--- src/rtl/contador_pkg.sv ---
// Shared encodings for the 16-bit mode counter and its scoreboard checker.
// Latency: n/a (types and constants only).
// Backpressure: n/a.
package contador_pkg;

    // Counter operating modes, as driven on MODO.
    typedef enum logic [1:0] {
        MODO_UP    = 2'b00,
        MODO_DOWN  = 2'b01,
        MODO_DOWN3 = 2'b10,
        MODO_LOAD  = 2'b11
    } modo_t;

    // Checker synchronisation state.
    typedef enum logic {
        ST_UNSYNC = 1'b0,
        ST_TRACK  = 1'b1
    } estado_t;

    // Step size of the fast down-count mode.
    localparam int DOWN3_STEP = 3;

    // True when the controls request a parallel load that the counter will honour.
    function automatic logic es_carga(input logic enb, input logic [1:0] modo);
        return enb && (modo_t'(modo) == MODO_LOAD);
    endfunction

endpackage

--- src/rtl/modelo_contador.sv ---
// Reference model of the mode counter: next value and ripple-carry from the current value.
// Latency: purely combinational, zero cycles.
// Backpressure: none; output follows inputs every cycle.
module modelo_contador
    import contador_pkg::*;
#(
    parameter int WIDTH = 16
) (
    input  logic             ENB,
    input  logic [1:0]       MODO,
    input  logic [WIDTH-1:0] entrada,
    input  logic [WIDTH-1:0] cur,
    output logic [WIDTH-1:0] nxt,
    output logic             nxt_rco
);

    // One extra bit so the carry/borrow falls out of the arithmetic directly.
    localparam logic [WIDTH:0] PASO_UNO  = (WIDTH+1)'(1);
    localparam logic [WIDTH:0] PASO_TRES = (WIDTH+1)'(DOWN3_STEP);

    logic [WIDTH:0] ext_cur;
    logic [WIDTH:0] suma;

    assign ext_cur = {1'b0, cur};

    // Next value and carry/borrow for the selected mode; disabled counter holds with RCO low.
    always_comb begin
        suma    = '0;
        nxt     = cur;
        nxt_rco = 1'b0;
        if (ENB) begin
            case (modo_t'(MODO))
                MODO_UP: begin
                    suma    = ext_cur + PASO_UNO;
                    nxt     = suma[WIDTH-1:0];
                    nxt_rco = suma[WIDTH];
                end
                MODO_DOWN: begin
                    suma    = ext_cur - PASO_UNO;
                    nxt     = suma[WIDTH-1:0];
                    nxt_rco = suma[WIDTH];
                end
                MODO_DOWN3: begin
                    // Borrow out of bit WIDTH is set exactly when cur < 3.
                    suma    = ext_cur - PASO_TRES;
                    nxt     = suma[WIDTH-1:0];
                    nxt_rco = suma[WIDTH];
                end
                MODO_LOAD: begin
                    nxt     = entrada;
                    nxt_rco = 1'b0;
                end
                default: begin
                    nxt     = cur;
                    nxt_rco = 1'b0;
                end
            endcase
        end
    end

endmodule

--- src/rtl/verificador_contador.sv ---
// Scoreboard beside the mode counter: predicts salida/RCO, flags and counts mismatches, counts RCO pulses.
// Latency: prediction registered at edge n, compared at edge n+1; error/error_cnt update on that edge.
// Backpressure: none; observes every cycle. Optional mismatch capture ports with VERIFICADOR_CAPTURE_EN.
module verificador_contador
    import contador_pkg::*;
#(
    parameter int WIDTH = 16,
    parameter int CNT_W = 8
) (
    input  logic             CLK,
    input  logic             RESET_L,
    input  logic             ENB,
    input  logic [1:0]       MODO,
    input  logic [WIDTH-1:0] entrada,
    input  logic [WIDTH-1:0] salida,
    input  logic             RCO,
    output logic             sync,
    output logic             error,
    output logic [CNT_W-1:0] error_cnt,
    output logic [CNT_W-1:0] wrap_cnt
`ifdef VERIFICADOR_CAPTURE_EN
    ,
    output logic [WIDTH-1:0] cap_exp,
    output logic [WIDTH-1:0] cap_obs,
    output logic             cap_valid
`endif
);

    localparam logic [CNT_W-1:0] CNT_UNO = CNT_W'(1);
    localparam logic [CNT_W-1:0] CNT_MAX = '1;

    estado_t          estado_q;
    logic [WIDTH-1:0] exp_q;
    logic             exp_rco_q;
    logic [WIDTH-1:0] pred_nxt;
    logic             pred_rco;
    logic             mismatch;

    // Prediction always runs from the model's own state, never from salida.
    modelo_contador #(
        .WIDTH (WIDTH)
    ) u_modelo (
        .ENB     (ENB),
        .MODO    (MODO),
        .entrada (entrada),
        .cur     (exp_q),
        .nxt     (pred_nxt),
        .nxt_rco (pred_rco)
    );

    // Only a tracking checker has a prediction worth comparing against.
    assign mismatch = (estado_q == ST_TRACK) &&
                      ((salida != exp_q) || (RCO != exp_rco_q));

    // Sync FSM and model state: wait for the first load, then follow the model every edge.
    always_ff @(posedge CLK or negedge RESET_L) begin
        if (!RESET_L) begin
            estado_q  <= ST_UNSYNC;
            exp_q     <= '0;
            exp_rco_q <= 1'b0;
            sync      <= 1'b0;
        end else begin
            case (estado_q)
                ST_UNSYNC: begin
                    if (es_carga(ENB, MODO)) begin
                        exp_q     <= entrada;
                        exp_rco_q <= 1'b0;
                        estado_q  <= ST_TRACK;
                        sync      <= 1'b1;
                    end
                end
                ST_TRACK: begin
                    // A mismatch does not resync; only a load brings the model back in line.
                    exp_q     <= pred_nxt;
                    exp_rco_q <= pred_rco;
                    sync      <= 1'b1;
                end
                default: begin
                    estado_q <= ST_UNSYNC;
                    sync     <= 1'b0;
                end
            endcase
        end
    end

    // Sticky error flag and saturating mismatch count.
    always_ff @(posedge CLK or negedge RESET_L) begin
        if (!RESET_L) begin
            error     <= 1'b0;
            error_cnt <= '0;
        end else if (mismatch) begin
            error <= 1'b1;
            if (error_cnt != CNT_MAX) begin
                error_cnt <= error_cnt + CNT_UNO;
            end
        end
    end

    // Every observed RCO pulse counts, tracking or not; rolls over freely.
    always_ff @(posedge CLK or negedge RESET_L) begin
        if (!RESET_L) begin
            wrap_cnt <= '0;
        end else if (RCO) begin
            wrap_cnt <= wrap_cnt + CNT_UNO;
        end
    end

`ifdef VERIFICADOR_CAPTURE_EN
    // Freeze the expected/observed pair of the first mismatch since reset.
    always_ff @(posedge CLK or negedge RESET_L) begin
        if (!RESET_L) begin
            cap_exp   <= '0;
            cap_obs   <= '0;
            cap_valid <= 1'b0;
        end else if (mismatch && !cap_valid) begin
            cap_exp   <= exp_q;
            cap_obs   <= salida;
            cap_valid <= 1'b1;
        end
    end
`endif

endmodule

--- config.mk ---
export PLATFORM = sky130hd
export DESIGN_NAME = verificador_contador
export DESIGN_NICKNAME = d
export VERILOG_FILES = /design/src/rtl/contador_pkg.sv /design/src/rtl/modelo_contador.sv /design/src/rtl/verificador_contador.sv
export SDC_FILE = /design/constraint.sdc
export NUM_CORES = 1
export LEC_CHECK = 0
export ABC_AREA = 1
export CAP_MARGIN = 15
export CORE_ASPECT_RATIO = 1.5
export CORE_MARGIN = 3
export CORE_UTILIZATION = 37
export DETAILED_ROUTE_END_ITERATION = 10
export HOLD_SLACK_MARGIN = 0.1
export PLACE_DENSITY = 0.62
export SKIP_LAST_GASP = 1
export SLEW_MARGIN = 20
export SYNTH_ARGS = -nofsm -noshare
export SYNTH_HDL_FRONTEND = slang
export SYNTH_SLANG_ARGS = --single-unit
export TNS_END_PERCENT = 50
--- constraint.sdc ---
create_clock -name CLK -period 2.5 [get_ports CLK]
set_input_delay 0.625 -clock CLK [delete_from_list [all_inputs] [get_ports CLK]]
set_output_delay 0.625 -clock CLK [all_outputs]
set_load 0.03 [all_outputs]
==> results.md, run 1 <==
* Fin. max-slew vios at 0
* Sequential element share of the synthesized area at 0.258
* Initial antenna violation count at 0
* Synth top cells by count: nand2_1, nand3_1, nor2_1
* Peak supply drop at 510 uV
* Power Density at 827 mW/mm^2
* Setup repair after global routing missed its margin: no
* Comb pwr share at 0.466
* Final Hold Fails at 0
* Clk_lat worst skew at ~0.29 ns
* RD Place Congestion at around 0.9
* Slew @ Worst Pin at about 0.87 ns
* Inserted Clock Buffers at 5
* Total power at ~3.5 mW
* Worst path required time at approximately 2.7 ns
* Synth Cell Area at 0.00350 sq mm
* CP arrival at roughly 2.4 ns
* Number of global-route vias before repair at 3534
* Cells after Synth at approximately 500
* Clock root buffer: clkbuf_16
* Reg power frac at 0.326
* Top cells by area, synth: dfrtp_1, nand2_1, nand3_1
* Max Clk Rate at between 0.4 and 0.5 GHz
* Max Cap Viol at 0
* Rows at 42
* Clock Skews at 0.0120 ns
* Psw at approximately 1.6 mW
* Worst relative slew slack at 0.418
* Final Cycle Share at 0.901
* #FFs+latches synth at 36
* Residual DRC count at 0
* Tightest Hold Check Type: in2async
* Multi-input logic area at around 0.0023 sq mm
* Clock group share of total power at 0.208
* Post-synth top area cell: dfrtp_1
* Top-count cell post-synth: nand2_1
* Vias/cell at between 5 and 6
* Port Buffers at 55
* # IOs at 56
* CTS tree: yes
* GRT Total Usage at 0.200
* Reg area at ~900 sq um
* Maximum fanout along the worst path at 16
* ANT nets after route at 0
* Async SR Flop Fraction at 1.00
* Clk slew on worst S/H paths at approximately 0.06 ns
* Cell-internal power at 1.89 mW
* Avg Inst Size Synth at roughly 7.0 sq um
* Iteration-0 DRC Markers at 245
* CTS H-tree depth at 2
* Initial core utilization at 0.387
* Die height at about 130 microns
* Worst slack at placement at -0.0502 ns
* Area grow syn2layout at 20.4%
* CTS sink cnt at 36
* Die X at around 85 microns
* Post_cts resized at 0
* Final wirelength at between 10000 and 15000 microns
* Primary FF master, synth: dfrtp_1
* Post-Syn Nets at approximately 540
* Setup WS post-layout at 0.247 ns
* Ant diodes at 0
* CTS Hold Bufs at 0
* Static Leakage at approximately 1.8 nW
* Drt first pass iters at 5
* Share of layout cells above drive strength 1 at 0.144
* First-pass GRT wire length at between 15000 and 20000 microns
* Core area at ~0.009 sq mm
* Post-synth EDFFs at 0
* Fillers at about 960
* Routed length per instance at 16.0 microns
* Total congestion overflow at 0
* Die ar. at about 0.011 sq mm
* Fin Setup TNS at 0 ns
* Post-CTS setup buffer count at 0
* Count of cell types in the netlist at 41
* Period minus WS final at between 2 and 2.5 ns
* # nets final at approximately 600
* Longest Clk Path Bufs at 2
* Largest net degree at the start of global routing at 37
* HPWL after DPL at about 8100 microns
* Startpoint Class: input port
* Kind of critical path: in2reg
* Net Sw Frac at 0.459
* Synth top area share at 0.258
* Status: completed
* Setup crit end kind: register
* Vias at approximately 3600
* Setup-failing EPs final at 0
* Worst hold margin at around 0.46 ns
* Synth Warn # at 0
## registers in the layout, indices dropped and copies added, names as in the netlist
name / count
estado_q: 1
exp_q: 16
error_cnt: 8
exp_rco_q: 1
error: 1
wrap_cnt: 8
sync: 1
## logic make-up after synthesis
group	after synthesis	share of synthesized area
simple gates	308	0.458
buf+inv	64	0.0951
compound gates	55	0.0873
flops	36	0.258
xor+xnor	35	0.0876
fa+ha+maj	4	0.0143
## cell type report
class / count / area share
clock inverters: 2 / 0.00832
repair buffers: 61 / 0.140
multi-input cells: 402 / 0.538
flip-flops and latches: 36 / 0.214
well taps: 110 / 0.0327
inverters: 41 / 0.0368
clock buffers: 6 / 0.0306
## critical path, cell delays in order
cell and delay [ns]:
clkdlybuf4s50_1 0.60, nand2_4 0.17, nor2_4 0.05, nor2_4 0.34, clkinv_2 0.36, nor2_1 0.22, a21oi_2 0.05
## final timing paths
| path | cells after the start | slack [ns] | endpoint | start |
|---|---|---|---|---|
| min reg2reg | 1 | 0.46 | error | error |
| max reg2reg | 6 | 0.60 | exp_q[8] | estado_q |
| min | 1 | 0.46 | exp_q[11] | RESET_L |
| max | 7 | 0.25 | exp_q[8] | MODO[1] |
| min in group CLK | 1 | 0.46 | error | error |
| max in group asynchronous | 1 | 1.49 | error_cnt[2] | RESET_L |
## per-layer routing
metal,vias up,track usage,wire length [microns]
li1,1746,-,-
met1,1660,0.226,4020
met2,142,0.350,5420
met3,38,0.0336,544
met4,0,0.108,519
met5,-,0,0
## metrics by stage
step	instance area, sq um	cells	utilization
2_1_floorplan	3500	502	-
3_3_place_gp	4050	650	0.448
3_5_place_dp	4050	650	0.448
4_1_cts	4210	658	0.466
5_1_grt	4210	658	0.466
6_report	4210	658	0.466
## layout by cell type, fill, tap and decap left out, drive strengths merged, types with 6 or more instances in the layout
cell / n
xor2: 21
dfrtp: 36
xnor2: 14
clkdlybuf4s50: 54
nor2: 58
nand3: 63
inv: 40
a21oi: 24
nor3: 7
buf: 7
clkbuf: 6
o21ai: 24
nand2: 145
nand4: 26
## power by group through the flow
stage	Combinational [mW]	Sequential, mW	Clock (mW)
after floorplan	1.17	1.12	0
after global placement	1.59	1.14	0
after detailed placement	1.62	1.14	0
after CTS	1.63	1.13	0.739
after global routing	1.80	1.17	0.762
final	1.62	1.14	0.726
(Power assumes the default switching activity.)
==> run 2: changes to the inputs <==
--- a/config.mk
+++ b/config.mk
@@ -10,6 +10,7 @@
 export CORE_ASPECT_RATIO = 1.5
 export CORE_MARGIN = 3
 export CORE_UTILIZATION = 37
+export CTS_CLUSTER_SIZE = 40
 export DETAILED_ROUTE_END_ITERATION = 10
 export HOLD_SLACK_MARGIN = 0.1
 export PLACE_DENSITY = 0.62
==> results of run 2 <==
The final DEF is identical to that of run 1; final timing and power are the same.
